===== config.mk =====
export PLATFORM = sky130hd
export DESIGN_NAME = pila_param_flat
export DESIGN_NICKNAME = d
export VERILOG_FILES = /design/src/rtl/pila_param_if.sv /design/src/rtl/pila_param.sv /design/src/flat_wrapper.sv
export SDC_FILE = /design/constraint.sdc
export NUM_CORES = 1
export LEC_CHECK = 0
export BUFFER_PORTS_ARGS = -buffer_cell sky130_fd_sc_hd__buf_4
export CORE_MARGIN = 2
export CORE_UTILIZATION = 40
export CTS_CLUSTER_SIZE = 12
export DETAILED_ROUTE_END_ITERATION = 10
export MAX_ROUTING_LAYER = met4
export PLACE_DENSITY = 0.57
export SETUP_SLACK_MARGIN = 0.5
export SYNTH_ARGS = -nofsm -noshare
export SYNTH_HDL_FRONTEND = slang
export SYNTH_SLANG_ARGS = --single-unit

===== constraint.sdc =====
create_clock -name clk -period 7.4 [get_ports clk]
set_input_delay 1.48 -clock clk [delete_from_list [all_inputs] [get_ports clk]]
set_output_delay 1.48 -clock clk [all_outputs]
set_load 0.01 [all_outputs]

===== src/rtl/pila_param_if.sv =====
// Bus bundle for the pila_param return-address stack: call/return strobes,
// push data, popped data and status.
interface pila_param_if #(
   parameter int WIDTH = 10,
   parameter int DEPTH = 8
);
   localparam int CW = $clog2(DEPTH + 1);

   logic             push;
   logic             pop;
   logic             clr_err;
   logic [WIDTH-1:0] inpush;
   logic [WIDTH-1:0] outpop;
   logic [WIDTH-1:0] top;
   logic [CW-1:0]    count;
   logic             full;
   logic             empty;
   logic             ovf;
   logic             udf;

   modport master (
      output push, pop, clr_err, inpush,
      input  outpop, top, count, full, empty, ovf, udf
   );

   modport slave (
      input  push, pop, clr_err, inpush,
      output outpop, top, count, full, empty, ovf, udf
   );
endinterface


===== src/rtl/pila_param.sv =====
// Parametrised LIFO for the call/return path: push, pop, replace-top and
// empty-stack bypass, with sticky overflow/underflow flags and a wrap option.
module pila_param #(
   parameter int WIDTH = 10,
   parameter int DEPTH = 8,
   parameter int WRAP  = 0
) (
   input  logic         clk,
   input  logic         reset,
   pila_param_if.slave  bus
);
   localparam int AW = $clog2(DEPTH);
   localparam int CW = $clog2(DEPTH + 1);

   logic [WIDTH-1:0] mem_q [DEPTH];
   logic [AW-1:0]    sp_q, sp_d;
   logic [AW-1:0]    sp_m1;
   logic [CW-1:0]    count_q, count_d;
   logic [WIDTH-1:0] outpop_q, outpop_d;
   logic             ovf_q, ovf_d;
   logic             udf_q, udf_d;
   logic             full, empty;
   logic             mem_we;
   logic [AW-1:0]    mem_waddr;
   logic [WIDTH-1:0] mem_wdata;
   logic [WIDTH-1:0] top;

   assign sp_m1 = sp_q - 1'b1;
   assign top   = mem_q[sp_m1];
   assign full  = (count_q == CW'(DEPTH));
   assign empty = (count_q == '0);

   always_comb begin
      sp_d      = sp_q;
      count_d   = count_q;
      outpop_d  = outpop_q;
      ovf_d     = ovf_q & ~bus.clr_err;
      udf_d     = udf_q & ~bus.clr_err;
      mem_we    = 1'b0;
      mem_waddr = sp_q;
      mem_wdata = bus.inpush;
      case ({bus.push, bus.pop})
         2'b10: begin
            if (!full) begin
               mem_we  = 1'b1;
               sp_d    = sp_q + 1'b1;
               count_d = count_q + 1'b1;
            end else begin
               ovf_d = 1'b1;
               // Wrap mode overwrites the oldest slot, which is exactly sp when full.
               if (WRAP != 0) begin
                  mem_we = 1'b1;
                  sp_d   = sp_q + 1'b1;
               end
            end
         end
         2'b01: begin
            if (!empty) begin
               outpop_d = top;
               sp_d     = sp_m1;
               count_d  = count_q - 1'b1;
            end else begin
               udf_d = 1'b1;
            end
         end
         2'b11: begin
            if (!empty) begin
               outpop_d  = top;
               mem_we    = 1'b1;
               mem_waddr = sp_m1;
            end else begin
               outpop_d = bus.inpush;
            end
         end
         default: ;
      endcase
   end

   always_ff @(posedge clk or negedge reset) begin
      if (!reset) begin
         sp_q     <= '0;
         count_q  <= '0;
         outpop_q <= '0;
         ovf_q    <= 1'b0;
         udf_q    <= 1'b0;
      end else begin
         sp_q     <= sp_d;
         count_q  <= count_d;
         outpop_q <= outpop_d;
         ovf_q    <= ovf_d;
         udf_q    <= udf_d;
      end
   end

   // Storage is deliberately not reset; only the pointer/count define validity.
   always_ff @(posedge clk) begin
      if (mem_we && reset)
         mem_q[mem_waddr] <= mem_wdata;
   end

   assign bus.outpop = outpop_q;
   assign bus.top    = top;
   assign bus.count  = count_q;
   assign bus.full   = full;
   assign bus.empty  = empty;
   assign bus.ovf    = ovf_q;
   assign bus.udf    = udf_q;
endmodule


===== src/flat_wrapper.sv =====
// flat-port wrapper written by rule: the top's interface ports become plain ports
module pila_param_flat 
#(
   parameter int WIDTH = 10,
   parameter int DEPTH = 8,
   parameter int WRAP  = 0
)
  (clk, reset, bus_push, bus_pop, bus_clr_err, bus_inpush, bus_outpop, bus_top, bus_count, bus_full, bus_empty, bus_ovf, bus_udf);
  pila_param_if #(.WIDTH(WIDTH), .DEPTH(DEPTH)) bus_i ();
  input  logic clk;
  input  logic reset;
  input wire logic [$bits(bus_i.push)-1:0] bus_push;
  input wire logic [$bits(bus_i.pop)-1:0] bus_pop;
  input wire logic [$bits(bus_i.clr_err)-1:0] bus_clr_err;
  input wire logic [$bits(bus_i.inpush)-1:0] bus_inpush;
  output wire logic [$bits(bus_i.outpop)-1:0] bus_outpop;
  output wire logic [$bits(bus_i.top)-1:0] bus_top;
  output wire logic [$bits(bus_i.count)-1:0] bus_count;
  output wire logic [$bits(bus_i.full)-1:0] bus_full;
  output wire logic [$bits(bus_i.empty)-1:0] bus_empty;
  output wire logic [$bits(bus_i.ovf)-1:0] bus_ovf;
  output wire logic [$bits(bus_i.udf)-1:0] bus_udf;
  assign bus_i.push = bus_push;
  assign bus_i.pop = bus_pop;
  assign bus_i.clr_err = bus_clr_err;
  assign bus_i.inpush = bus_inpush;
  assign bus_outpop = bus_i.outpop;
  assign bus_top = bus_i.top;
  assign bus_count = bus_i.count;
  assign bus_full = bus_i.full;
  assign bus_empty = bus_i.empty;
  assign bus_ovf = bus_i.ovf;
  assign bus_udf = bus_i.udf;
  pila_param #(.WIDTH(WIDTH), .DEPTH(DEPTH), .WRAP(WRAP)) u_core (.clk(clk), .reset(reset), .bus(bus_i));
endmodule

# Yosys cells after proc, flatten, opt, wreduce, memory -nomap -nowiden

Memory sizes are Yosys's and may differ from the RTL's.
Cells that the tools add are included.

Word-level logic and storage cells: 45
Bits in writable memories: 80
Flip-flop bits (word level): 19
Memories kept: 1
Bits of input ports: 15

Reductions and logical operators: 7
Bitwise operators: 3
Equal/unequal tests: 6
Add/sub/neg operators: 4
Muxes and demuxes: 19

Memories:

| name         | words | width | read ports | clocked after Yosys merged registers in | write ports | line             | source |
|---|---|---|---|---|---|---|---|
| u_core.mem_q | 8     | 10    | 1          | 0                                       | 1           | pila_param.sv:15 | `logic [WIDTH-1:0] mem_q [DEPTH];` |

Operators with widths:

| operator              | number |
|---|---|
| $mux W10              | 2 |
| $pmux W10 S2          | 1 |
| $mux W3               | 3 |
| $mux W1               | 8 |
| $mux W4               | 2 |
| $pmux W4 S2           | 1 |
| $pmux W3 S2           | 1 |
| $add A4 B1 Y4 const B | 1 |
| $eq A2 B2 Y1 const B  | 2 |
| $eq A4 B4 Y1 const B  | 1 |
| $logic_not A4 Y1      | 1 |
| $ne A2 B2 Y1 const B  | 2 |
| $reduce_and A2 Y1     | 2 |
| $reduce_bool A2 Y1    | 2 |
| $sub A4 B1 Y4 const B | 1 |
| $add A3 B1 Y3 const B | 1 |
| $reduce_and A3 Y1     | 1 |
| $sub A3 B1 Y3 const B | 1 |
| $and A1 B1 Y1         | 2 |
| $eq A2 B1 Y1 const B  | 1 |
| $pmux W1 S2           | 1 |
| $logic_and A1 B1 Y1   | 1 |
| $not A1 Y1            | 1 |

# Longest topological paths before layout

Depth after elaboration: 6
Depth in mapped cells: 9
Depth with buffers taken out: 6

# Worst setup path before layout

OpenSTA, ideal clock, no wires.

Kind: register -> output
Start point: register u_core.sp_q[0]
End point: output port bus_top[0]
Arrival time: 2.284 ns
Required time: 5.920 ns
Cell stages (with the launch flop): 8
Slack: 3.636 ns
Path through: dfrtp_1 > clkinv_1 > buf_2 > ha_1 > buf_6 > buf_2 > mux2_2 > mux4_2

Word-level cells in the longest chain between the ends: 2

RTL lines:

| item                   | line               | source |
|---|---|---|
| from (decl)            | pila_param.sv:16   | `logic [AW-1:0] sp_q, sp_d;` |
| from (signal assigned) | pila_param.sv:87   | `sp_q <= sp_d;` |
| $sub A3 B1 Y3          | pila_param.sv:28   | `assign sp_m1 = sp_q - 1'b1;` |
| $mem_v2 Z8 W10         | --                 |  |
| to (decl)              | flat_wrapper.sv:17 | `output wire logic [$bits(bus_i.top)-1:0] bus_top;` |

Every way passes these cells.

# Final worst setup path

Start point: register u_core.sp_q[0]
End point: output port bus_top[6]

Same word-level chain as after synthesis.

==> metrics.txt <==
# TYPE chip_impl_metric gauge
chip_impl_metric{name="area_enclosed_by_the_die_boundary",unit="sq um"} 11600
chip_impl_metric{name="tritoncts.num_buffers",unit=""} 9
chip_impl_metric{name="yosysWarnings",unit=""} 0
chip_impl_metric{name="drt_first_pass_iters",unit=""} 4
chip_impl_metric{name="clk_latency",unit="ns"} 0.36
chip_impl_info{name="outcome",value="finished clean"} 1
chip_impl_metric{name="final_min_period_over_clock_period",unit="%"} 75.7
chip_impl_metric{name="timing_worst_slew_pin_value",unit="ns"} 1.19
chip_impl_metric{name="worst_setup_hold_path_clk_slew",unit="ns"} 0.09
chip_impl_info{name="worst_setup_path_end_kind",value="primary output"} 1
chip_impl_metric{name="port_buffers",unit=""} 42
chip_impl_metric{name="maximum_number_of_pins_on_one_net_before_global_route_repair",unit=""} 28
chip_impl_info{name="ys_dominant_reg_cell",value="edfxtp_1"} 1
chip_impl_metric{name="maxCapViolations",unit=""} 0
chip_impl_metric{name="fin_worst_skew",unit="ns"} 0.0149
chip_impl_metric{name="antenna_cells",unit=""} 0
chip_impl_metric{name="achievable-frequency",unit="MHz"} 178
chip_impl_metric{name="pin_count",unit=""} 43
chip_impl_metric{name="setup_viol",unit=""} 0
chip_impl_metric{name="global_route_wire_length_before_repair",unit="mm"} 14.7
chip_impl_metric{name="place_congestion",unit=""} 0.738
chip_impl_metric{name="synth_area_per_cell",unit="sq um"} 16.4
chip_impl_metric{name="post_route_cells_drive_above_1_share",unit="%"} 38.6
chip_impl_metric{name="cp_max_fo",unit=""} 27
chip_impl_metric{name="power_density",unit="nW/um^2"} 406
chip_impl_metric{name="timing.critical_path.buf_inv",unit=""} 3
chip_impl_metric{name="start_util",unit="%"} 41.5
chip_impl_metric{name="final_net_count",unit=""} 329
chip_impl_metric{name="grt_antenna_before_repair",unit=""} 0
chip_impl_metric{name="slew_headroom",unit="%"} 20.7
chip_impl_metric{name="setup.reg_to_reg.worst_slack",unit="ns"} 3.45
chip_impl_metric{name="routed_wirelength",unit="mm"} 9.45
chip_impl_metric{name="postCtsResizedCells",unit=""} 0
chip_impl_metric{name="placedCellCount",unit=""} 436
chip_impl_metric{name="synth_cells",unit=""} 263
chip_impl_metric{name="timing.final.max_slew_violations",unit=""} 0
chip_impl_info{name="critical_path.most_common_cell",value="buf_4"} 1
chip_impl_metric{name="total_core_area",unit="sq um"} 10400
chip_impl_metric{name="finalPower",unit="mW"} 2.00
chip_impl_metric{name="final.min_clock_period",unit="ns"} 5.60
chip_impl_metric{name="dr_total_vias",unit=""} 2437
chip_impl_info{name="tritoncts",value="done"} 1
chip_impl_metric{name="cts_htree_levels",unit=""} 3
chip_impl_metric{name="final_instance_area",unit="sq um"} 4930
chip_impl_metric{name="fin_setup_tns",unit="ns"} 0
chip_impl_metric{name="rows",unit=""} 37
chip_impl_metric{name="hold_buffers",unit=""} 0
chip_impl_info{name="cp_cell_sequence",value="clkinv_1 -> ha_1 -> buf_4 -> mux2_2 -> mux4_2 -> buf_4"} 1
chip_impl_metric{name="postSynthRegisterBits",unit=""} 99
chip_impl_metric{name="drt_iter0_markers",unit=""} 143
chip_impl_info{name="start_kind",value="register"} 1
chip_impl_info{name="timing.critical_path.max_delay_family",value="adder cells"} 1
chip_impl_metric{name="route.detailed.drc",unit=""} 0
chip_impl_metric{name="dpl.hpwl",unit="mm"} 5.94
chip_impl_metric{name="ant_nets",unit=""} 0
chip_impl_metric{name="yosys.area.top_type_share",unit="%"} 55.8
chip_impl_metric{name="average_via_count_per_standard_cell",unit=""} 5.39
chip_impl_metric{name="die-height",unit="um"} 108
chip_impl_metric{name="arrival",unit="ns"} 4.12
chip_impl_info{name="timing.rr.end",value="u_core.mem_q[1][3]"} 1
chip_impl_metric{name="dpl-instance-area",unit="sq um"} 4770
chip_impl_metric{name="worst-endpoint-required",unit="ns"} 5.92
chip_impl_metric{name="clk_path_buf_depth",unit=""} 2
chip_impl_info{name="setup.worst_path.class",value="register to primary output"} 1
chip_impl_metric{name="post-cts-setup-buffer-count",unit=""} 0
chip_impl_metric{name="postSynth.asyncResetShare",unit="%"} 19.2
chip_impl_metric{name="worstRegToRegCells",unit=""} 5
chip_impl_info{name="timing.hold.worst.class",value="register to register"} 1
chip_impl_metric{name="areaGrowthSynthToFinish",unit="%"} 14.5
chip_impl_metric{name="die_width",unit="um"} 108
chip_impl_metric{name="synth_edf_count",unit=""} 80
chip_impl_metric{name="path_depth",unit=""} 6
chip_impl_metric{name="global_route.overflow_total",unit=""} 0
chip_impl_metric{name="crit_path_max_incr_delay",unit="ns"} 1.28
chip_impl_info{name="cp-startpoint",value="u_core.sp_q[0]"} 1
chip_impl_metric{name="synth_nets",unit=""} 281
chip_impl_info{name="rr_startpoint",value="u_core.sp_q[0]"} 1
chip_impl_info{name="worst_setup_path_end",value="bus_top[6]"} 1
chip_impl_metric{name="clock_sinks",unit=""} 99
chip_impl_metric{name="yosysSeqAreaShare",unit="%"} 66.9
chip_impl_metric{name="grt_usage",unit="%"} 18.2
chip_impl_metric{name="final_routed_wire_length_divided_by_cell_count",unit="um"} 20.9
chip_impl_info{name="cpMaxStageDelayCell",value="ha_1"} 1
chip_impl_metric{name="final.hold.worst_slack",unit="ns"} 0.510
chip_impl_info{name="cell_taking_the_most_area_after_synthesis",value="edfxtp_1"} 1
chip_impl_metric{name="first_global_vias",unit=""} 2470
chip_impl_metric{name="vdd_ir_drop_max",unit="mV"} 0.163
chip_impl_metric{name="synth_cell_types",unit=""} 45
chip_impl_metric{name="instances_no_fill",unit=""} 452
chip_impl_metric{name="n_fill_cell",unit=""} 916
chip_impl_metric{name="p_leak",unit="nW"} 1.76
chip_impl_info{name="clk_root_buffer_cell",value="clkbuf_8"} 1
chip_impl_metric{name="synthesis.area",unit="sq um"} 4300
chip_impl_info{name="ys_top_cells_by_area",value="edfxtp_1 (56%), dfrtp_1 (11%), mux2_2 (10%)"} 1
chip_impl_metric{name="final_hold_viol_count",unit=""} 0
chip_impl_info{name="unrepaired_setup_endpoints_after_global_routing",value="no"} 1
Yosys cell counts, types with 2 or more instances:
library cell and instances:
nand2b_1 2, inv_1 5, nor2_1 11, o211ai_2 2, nor3_1 5, nand4_1 2, mux2_2 40, a221oi_1 2
nand2_1 13, buf_2 5, o22ai_1 2, nor4_1 2, xnor2_1 4, mux4_2 10, ha_1 3, a32oi_1 2
dfrtp_1 19, xor2_1 2, buf_6 3, nand3_1 11, a21oi_1 4, clkbuf_1 3, a22oi_1 10, edfxtp_1 80
worst reg2reg max path: stages, from the launching register on:
cell       delay [ns]
dfrtp_1          0.41
clkinv_1         0.61
ha_1             1.28
nand4_1          0.18
a2bb2oi_1        0.20
nor2_1           0.88
worst min-delay path by stage:
stage                                    start                   end  slack [ns]  cells past startpoint
after floorplan                 u_core.sp_q[2]        u_core.sp_q[2]        0.52                      1
after global placement    u_core.bus.outpop[9]  u_core.bus.outpop[9]        0.48                      2
after detailed placement  u_core.bus.outpop[8]  u_core.bus.outpop[8]        0.49                      2
after CTS                 u_core.bus.outpop[8]  u_core.bus.outpop[8]        0.51                      2
after global routing      u_core.bus.outpop[9]  u_core.bus.outpop[9]        0.54                      2
final                     u_core.bus.outpop[8]  u_core.bus.outpop[8]        0.51                      2
flip-flops by register name (all words and copies together), names as in the netlist:
signal,count
u_core.mem_q,80
u_core.bus.ovf,1
u_core.sp_q,3
u_core.bus.udf,1
u_core.bus.count,4
u_core.bus.outpop,10
layer usage:
metal / up-vias / share of wire, % / GRT usage (%) / wire [um]
met5: - / 0 / - / 0
met4: 0 / 0.99 / 6.59 / 94
met3: 5 / 2.9 / 2.78 / 272
met2: 50 / 51 / 28.8 / 4780
met1: 1250 / 46 / 24.0 / 4300
li1: 1132 / - / - / -
per-stage QoR:
step           utilization (%)  worst slack (ns)
6_report                  47.5              1.80
5_1_grt                   47.5              1.46
4_1_cts                   47.5              1.67
3_5_place_dp              46.0              2.08
3_3_place_gp              46.0              2.17
2_1_floorplan                -              3.64
cell type report:
class                   instances  area, sq um  share of cell area [%]
clock inverters                 6         32.5                   0.660
well taps                     136          170                    3.45
clock buffers                  10          128                    2.59
multi-input cells             144         1310                    26.6
repair buffers                 50          375                    7.62
flip-flops and latches         99         2880                    58.4
inverters                       7         31.3                   0.635
kinds of logic after synthesis:
kind of cell | Yosys count | share of synthesized area [%]
xor gates and xnor gates | 6 | 1.22
and+or+nand+nor | 52 | 6.11
DFF | 99 | 66.9
adders and majority gates | 3 | 0.872
buffers and inverters | 20 | 2.62
muxes | 51 | 16.1
AOI/OAI and AO/OA | 32 | 6.25
cell usage in the layout (no fill, tap or decap), drive strengths merged, types with 3 or more instances in the layout:
master  Yosys  layout
xnor2       4       4
o22ai       3       3
clkinv      2       7
nand3      11      11
ha          3       3
a22oi      11      11
mux4       10      10
clkbuf      3      10
buf        10      50
edfxtp     80      80
dfrtp      19      19
nor3        5       5
a21oi       4       4
nor2       12      12
inv         5       5
nand2      13      13
mux2       41      41
power by group:
group	leakage, nW	switching, mW	internal [mW]
logic	0.728	0.460	0.497
registers	0.957	0.0581	0.682
clock network	0.0788	0.184	0.119
No activity file was read; power rests on OpenSTA's default activity.
